--- src/rtl/udp_tx_framer.sv ---
// udp_tx_framer: UDP transmit layer. Latches the user header, requests an IPv4
// transmission, then streams the 8-byte big-endian UDP header followed by the payload.
module udp_tx_framer #(
    parameter logic [7:0]  UDP_PROTOCOL = 8'd17,
    parameter logic [15:0] MAX_PAYLOAD  = 16'd65507
) (
    input  logic        clk,
    input  logic        reset,
    input  logic        udp_tx_start,
    input  logic [31:0] udp_tx_dst_ip_addr,
    input  logic [15:0] udp_tx_dst_port,
    input  logic [15:0] udp_tx_src_port,
    input  logic [15:0] udp_tx_data_length,
    input  logic [15:0] udp_tx_checksum,
    input  logic [7:0]  udp_tx_data_in,
    input  logic        udp_tx_data_in_valid,
    input  logic        udp_tx_data_in_last,
    output logic        udp_tx_data_in_ready,
    output logic [1:0]  udp_tx_result,
    output logic        ip_tx_start,
    output logic [7:0]  ip_tx_protocol,
    output logic [15:0] ip_tx_data_length,
    output logic [31:0] ip_tx_dst_ip_addr,
    output logic [7:0]  ip_tx_data_out,
    output logic        ip_tx_data_out_valid,
    output logic        ip_tx_data_out_last,
    input  logic        ip_tx_data_out_ready,
    input  logic [1:0]  ip_tx_result
);
    typedef enum logic [1:0] {IDLE, SEND_HDR, SEND_DATA, DONE} state_t;
    typedef enum logic [1:0] {
        RES_NONE    = 2'd0,
        RES_SENDING = 2'd1,
        RES_ERR     = 2'd2,
        RES_SENT    = 2'd3
    } result_t;

    state_t      state_q, state_d;
    result_t     result_q, result_d;
    logic [2:0]  hdr_cnt_q, hdr_cnt_d;
    logic [15:0] pay_cnt_q, pay_cnt_d;
    logic        err_q, err_d;
    logic        start_q, start_d;
    logic        latch, abort, cnt_last;
    logic [15:0] src_q, dst_q, len_q, cksum_q, udp_len;
    logic [7:0]  proto_q;
    logic [15:0] iplen_q;
    logic [31:0] ipdst_q;
    logic [7:0]  hdr_byte;

    assign udp_len           = len_q + 16'd8;
    assign udp_tx_result     = result_q;
    assign ip_tx_start       = start_q;
    assign ip_tx_protocol    = proto_q;
    assign ip_tx_data_length = iplen_q;
    assign ip_tx_dst_ip_addr = ipdst_q;

    always_comb begin
        case (hdr_cnt_q)
            3'd0:    hdr_byte = src_q[15:8];
            3'd1:    hdr_byte = src_q[7:0];
            3'd2:    hdr_byte = dst_q[15:8];
            3'd3:    hdr_byte = dst_q[7:0];
            3'd4:    hdr_byte = udp_len[15:8];
            3'd5:    hdr_byte = udp_len[7:0];
            3'd6:    hdr_byte = cksum_q[15:8];
            default: hdr_byte = cksum_q[7:0];
        endcase
    end

    always_comb begin
        state_d              = state_q;
        result_d             = result_q;
        hdr_cnt_d            = hdr_cnt_q;
        pay_cnt_d            = pay_cnt_q;
        err_d                = err_q;
        start_d              = 1'b0;
        latch                = 1'b0;
        ip_tx_data_out       = '0;
        ip_tx_data_out_valid = 1'b0;
        ip_tx_data_out_last  = 1'b0;
        udp_tx_data_in_ready = 1'b0;
        abort                = (state_q != IDLE) && (ip_tx_result == RES_ERR);
        cnt_last             = (pay_cnt_q == len_q - 16'd1);

        unique case (state_q)
            IDLE: begin
                if (udp_tx_start) begin
                    if ((udp_tx_data_length > MAX_PAYLOAD) || (ip_tx_result == RES_SENDING)) begin
                        result_d = RES_ERR;
                    end else begin
                        latch     = 1'b1;
                        start_d   = 1'b1;
                        result_d  = RES_SENDING;
                        hdr_cnt_d = '0;
                        pay_cnt_d = '0;
                        err_d     = 1'b0;
                        state_d   = SEND_HDR;
                    end
                end
            end
            SEND_HDR: begin
                ip_tx_data_out       = hdr_byte;
                ip_tx_data_out_valid = 1'b1;
                ip_tx_data_out_last  = (hdr_cnt_q == 3'd7) && (len_q == '0);
                if (ip_tx_data_out_ready) begin
                    hdr_cnt_d = hdr_cnt_q + 3'd1;
                    if (hdr_cnt_q == 3'd7)
                        state_d = (len_q == '0) ? DONE : SEND_DATA;
                end
            end
            SEND_DATA: begin
                ip_tx_data_out       = udp_tx_data_in;
                ip_tx_data_out_valid = udp_tx_data_in_valid;
                ip_tx_data_out_last  = cnt_last || udp_tx_data_in_last;
                udp_tx_data_in_ready = ip_tx_data_out_ready;
                if (udp_tx_data_in_valid && ip_tx_data_out_ready) begin
                    pay_cnt_d = pay_cnt_q + 16'd1;
                    // Either end condition closes the datagram; they only agree on a well-formed frame.
                    if (cnt_last || udp_tx_data_in_last) begin
                        state_d = DONE;
                        if (cnt_last != udp_tx_data_in_last)
                            err_d = 1'b1;
                    end
                end
            end
            DONE: begin
                result_d = err_q ? RES_ERR : RES_SENT;
                err_d    = 1'b0;
                state_d  = IDLE;
            end
        endcase

        if (abort) begin
            ip_tx_data_out_valid = 1'b0;
            ip_tx_data_out_last  = 1'b0;
            udp_tx_data_in_ready = 1'b0;
            result_d             = RES_ERR;
            err_d                = 1'b0;
            state_d              = IDLE;
        end
    end

    always_ff @(posedge clk) begin
        if (reset) begin
            state_q   <= IDLE;
            result_q  <= RES_NONE;
            hdr_cnt_q <= '0;
            pay_cnt_q <= '0;
            err_q     <= 1'b0;
            start_q   <= 1'b0;
            src_q     <= '0;
            dst_q     <= '0;
            len_q     <= '0;
            cksum_q   <= '0;
            proto_q   <= '0;
            iplen_q   <= '0;
            ipdst_q   <= '0;
        end else begin
            state_q   <= state_d;
            result_q  <= result_d;
            hdr_cnt_q <= hdr_cnt_d;
            pay_cnt_q <= pay_cnt_d;
            err_q     <= err_d;
            start_q   <= start_d;
            if (latch) begin
                src_q   <= udp_tx_src_port;
                dst_q   <= udp_tx_dst_port;
                len_q   <= udp_tx_data_length;
                cksum_q <= udp_tx_checksum;
                proto_q <= UDP_PROTOCOL;
                iplen_q <= udp_tx_data_length + 16'd8;
                ipdst_q <= udp_tx_dst_ip_addr;
            end
        end
    end
endmodule

--- config.mk ---
export PLATFORM = sky130hd
export DESIGN_NAME = udp_tx_framer
export DESIGN_NICKNAME = d
export VERILOG_FILES = /design/src/rtl/udp_tx_framer.sv
export SDC_FILE = /design/constraint.sdc
export NUM_CORES = 1
export LEC_CHECK = 0
export CORE_MARGIN = 3
export CORE_UTILIZATION = 34
export CTS_BUF_LIST = sky130_fd_sc_hd__clkbuf_16
export DETAILED_ROUTE_END_ITERATION = 16
export HOLD_SLACK_MARGIN = 0.06
export PLACE_DENSITY = 0.61
export REMOVE_ABC_BUFFERS = 1
export SKIP_CTS_REPAIR_TIMING = 1
export SYNTH_ARGS = -nofsm -noshare
export SYNTH_HDL_FRONTEND = slang
export SYNTH_SLANG_ARGS = --single-unit
export TNS_END_PERCENT = 10
--- constraint.sdc ---
create_clock -name clk -period 4.1 [get_ports clk]
set_clock_uncertainty 0.05 [all_clocks]
set_input_delay 0.615 -clock clk [delete_from_list [all_inputs] [get_ports clk]]
set_output_delay 0.615 -clock clk [all_outputs]
set_load 0.02 [all_outputs]
==> reports/qor.log <==
INFO  status         outcome=finished clean
INFO  drt            detail_route.iter0.violations=493
INFO  global_route   first_global_vias=6215
INFO  drt            drc_violations_left=0
INFO  drt            drt_first_pass_iters=5
INFO  synthesis      synthesis.area_per_instance=7.64um^2
INFO  sta            tightestPinTransition=0.729ns
INFO  critical_path  cp-startpoint=len_q[0]$_SDFFE_PP0P_
INFO  critical_path  cp-start-kind=register
INFO  critical_path  timing_worst_setup_path_type=register to output pin
INFO  cts            tritoncts_clock_tree=yes
INFO  global_route   antenna_violations_before_repair=0
INFO  synthesis      synth_top_area_frac=0.404
INFO  pwr            p_per_area=517mW/mm^2
INFO  floorplanning  boundaryPins=182
INFO  final_layout   drive_gt1_frac=0.0817
INFO  critical_path  reg2reg_from=len_q[0]$_SDFFE_PP0P_
INFO  cts            cts_inserted_buffers=17
INFO  cts            cts_max_level=4
INFO  floorplanning  die_area=0.0214mm^2
INFO  synthesis      synthesis.yosys.warnings=0
INFO  hold_path      min_path_type=register to register
INFO  synthesis      library_cells_used_by_synthesis=57
INFO  sta            slew-limit-headroom=0.514
INFO  critical_path  worst-endpoint-required=3.43ns
INFO  pwr            power.share.combinational=0.363
INFO  pwr            irDropWorstVdd=0.314mV
INFO  critical_path  timing.critical_path.to_type=output pin
INFO  pwr            totalPowerFinal=4.84mW
INFO  place          gp_routability_congestion=0.857
INFO  global_route   grt-ovfl-total=0
INFO  cts            cts.root.buffer_cell=sky130_fd_sc_hd__clkbuf_16
INFO  global_route   groute.usage.overall=0.189
INFO  floorplanning  die_w=146um
INFO  synthesis      share_of_flip_flops_with_an_asynchronous_set_or_reset_after_synthesis=0
INFO  sta            achievable-frequency=0.250GHz
INFO  place          place_ws=0.0117ns
INFO  synthesis      yosys-top-cells-area=sky130_fd_sc_hd__dfxtp_1, sky130_fd_sc_hd__nand2_1, sky130_fd_sc_hd__a21oi_1, sky130_fd_sc_hd__xnor2_1, sky130_fd_sc_hd__nor2_1
INFO  job            maxCapViolCount=0
INFO  critical_path  cp.arrival=3.33ns
INFO  floorplanning  die_height=146um
INFO  pwr            internal_power=3.10mW
INFO  synthesis      synth_seq_cells=135
INFO  critical_path  path_max_fanout=4
INFO  synthesis      post_synth_inst_count=875
INFO  sta            rsz0062_at_grt=yes
INFO  final_layout   num_antenna_cells=0
INFO  pwr            switching_share=0.359
INFO  drt            post_drt_via_cell_ratio=5.02
INFO  pwr            total_leakage_power=3.42nW
INFO  synthesis      yosysTopAreaCell=sky130_fd_sc_hd__dfxtp_1
INFO  floorplanning  core-area=0.0190mm^2
INFO  drt            drt-wirelength-per-cell=15.8um
INFO  sta            finalCritPeriodShare=0.975
INFO  cts            worst_skew_pair.late_latency=0.42ns
INFO  drt            detailroute.via_count=6582
INFO  sta            finalHoldViolCount=0
INFO  global_route   grt_first_pass_wirelength=32900um
INFO  drt            drt-total-wl=20700um
INFO  sta            setup_viol=0
INFO  synthesis      netlist_top_cells_count=sky130_fd_sc_hd__nand2_1, sky130_fd_sc_hd__dfxtp_1, sky130_fd_sc_hd__a21oi_1
INFO  synthesis      most_common_cell_in_the_synthesized_netlist=sky130_fd_sc_hd__nand2_1
INFO  drt            ant_nets=0
INFO  sta            final.min_clock_period=4.00ns
INFO  sta            slew_viol_final=0
INFO  pwr            power.sequential.fraction=0.335
INFO  pwr            net-switching-power=1.74mW
INFO  global_route   pin_count_of_the_biggest_net_entering_global_routing=78
INFO  synthesis      edff_count_synth=0
INFO  hold_path      min-delay-start=cksum_q[5]$_SDFFE_PP0P_
INFO  final_layout   final_nets=1168
INFO  floorplanning  core.rowCount=50
INFO  floorplanning  start_util=0.351
INFO  synthesis      synthFlopType=sky130_fd_sc_hd__dfxtp_1
INFO  synthesis      ys_seq_area_frac=0.404
INFO  sta            setup_ws=0.102ns
INFO  place          buffer_ports.inserted=175
INFO  pwr            clkPwrFrac=0.302
INFO  place          place.detailed.hpwl=14900um
INFO  cts            path_clk_slew=0.06ns
INFO  synthesis      synth_area=0.00668mm^2
INFO  cts            cts_max_path_buffers=2
INFO  cts            numClockSinks=135
INFO  final_layout   flow.area_growth_from_synthesis=40.0%
-- layout by cell type, fill, tap and decap left out, types with 3 or more instances in the layout --
cell and instances:
sky130_fd_sc_hd__or4_1 5, sky130_fd_sc_hd__a211oi_1 14, sky130_fd_sc_hd__xor2_1 19, sky130_fd_sc_hd__inv_6 4
sky130_fd_sc_hd__clkinvlp_4 3, sky130_fd_sc_hd__dfxtp_1 135, sky130_fd_sc_hd__xnor2_1 36, sky130_fd_sc_hd__nand2_1 220
sky130_fd_sc_hd__nor2_1 59, sky130_fd_sc_hd__clkinv_2 4, sky130_fd_sc_hd__buf_4 35, sky130_fd_sc_hd__nand3_1 21
sky130_fd_sc_hd__ha_1 15, sky130_fd_sc_hd__a21oi_1 113, sky130_fd_sc_hd__a31oi_1 5, sky130_fd_sc_hd__a2111oi_0 4
sky130_fd_sc_hd__mux2_2 4, sky130_fd_sc_hd__a222oi_1 4, sky130_fd_sc_hd__nand2b_1 4, sky130_fd_sc_hd__nand4_1 7
sky130_fd_sc_hd__conb_1 6, sky130_fd_sc_hd__a221oi_1 11, sky130_fd_sc_hd__mux2i_1 6, sky130_fd_sc_hd__and3_1 6
sky130_fd_sc_hd__a22oi_1 4, sky130_fd_sc_hd__clkbuf_16 17, sky130_fd_sc_hd__buf_12 3, sky130_fd_sc_hd__nor4_1 15
sky130_fd_sc_hd__or3_1 3, sky130_fd_sc_hd__inv_1 24, sky130_fd_sc_hd__nor3_1 8, sky130_fd_sc_hd__clkdlybuf4s50_1 173
sky130_fd_sc_hd__o211ai_1 3, sky130_fd_sc_hd__nor3b_1 3, sky130_fd_sc_hd__o21ai_0 22
-- through the flow --
stage               hold WS, ns  cells  area (um^2)  TNS [ns]   util
floorplan                 0.377    809         6380     -7.44      -
global placement          0.391   1279         8770         0  0.461
detailed placement        0.395   1279         8770         0  0.461
CTS                       0.404   1311         9320    -0.484  0.490
global route              0.422   1312         9360   -0.0683  0.492
finish                    0.402   1312         9360         0  0.492
-- metal layers --
metal / vias up / share of wire / GRT usage
li1: 3297 / - / -
met1: 3068 / 0.45 / 0.245
met2: 202 / 0.46 / 0.304
met3: 15 / 0.078 / 0.0630
met4: 0 / 0.010 / 0.0503
met5: - / 0 / 0
-- power by group through the flow --
stage,clock network [mW],registers [mW],logic (mW)
6_report,1.46,1.62,1.76
5_1_grt,1.56,1.65,1.92
4_1_cts,1.50,1.62,1.74
3_5_place_dp,0,1.65,1.73
3_3_place_gp,0,1.64,1.72
2_1_floorplan,0,1.77,0.855
-- worst max-delay path: stages, from the launching register on --
cell                       delay [ns]
sky130_fd_sc_hd__dfxtp_1         0.31
sky130_fd_sc_hd__inv_1           0.07
sky130_fd_sc_hd__ha_2            0.20
sky130_fd_sc_hd__or4b_4          0.50
sky130_fd_sc_hd__or4_4           0.47
sky130_fd_sc_hd__o21ai_2         0.13
sky130_fd_sc_hd__o211ai_1        0.10
sky130_fd_sc_hd__or4_4           0.53
sky130_fd_sc_hd__ha_2            0.20
sky130_fd_sc_hd__nor2b_2         0.12
sky130_fd_sc_hd__a21oi_1         0.05
sky130_fd_sc_hd__nor2_1          0.09
sky130_fd_sc_hd__buf_4           0.14
-- registers in the layout, indices dropped and copies added (netlist names) --
register and cells:
ip_tx_start 1, udp_tx_result 2, state_q 2, pay_cnt_q 16, dst_q 16, hdr_cnt_q 3
err_q 1, ip_tx_protocol 1, ip_tx_data_length 13, src_q 16, len_q 16, cksum_q 16
ip_tx_dst_ip_addr 32
-- area by class of cell --
cell class              instances  area [um^2]
clock buffers                  17          425
multi-input cells             650         3630
repair buffers                211         2050
well taps                     260          325
flip-flops and latches        135         2700
inverters                      24         90.1
fillers                      1916         9660
clock inverters                15          129
-- worst paths after layout --
| path | to | slack (ns) | cells past startpoint |
|---|---|---|---|
| max | ip_tx_data_out_last | 0.10 | 12 |
| min | cksum_q[5]$_SDFFE_PP0P_ | 0.40 | 2 |
| max reg2reg | state_q[0]$_SDFFE_PP0P_ | 0.78 | 12 |
| min reg2reg | cksum_q[5]$_SDFFE_PP0P_ | 0.40 | 2 |
-- cell families after synthesis --
logic type / synth area share
simple gates: 0.238
compound gates: 0.174
flops: 0.404
buf+inv: 0.0620
xor+xnor: 0.0734
fa+ha+maj: 0.0318
mux: 0.0157
other cells: 0.000561
(Power assumes the default switching activity.)
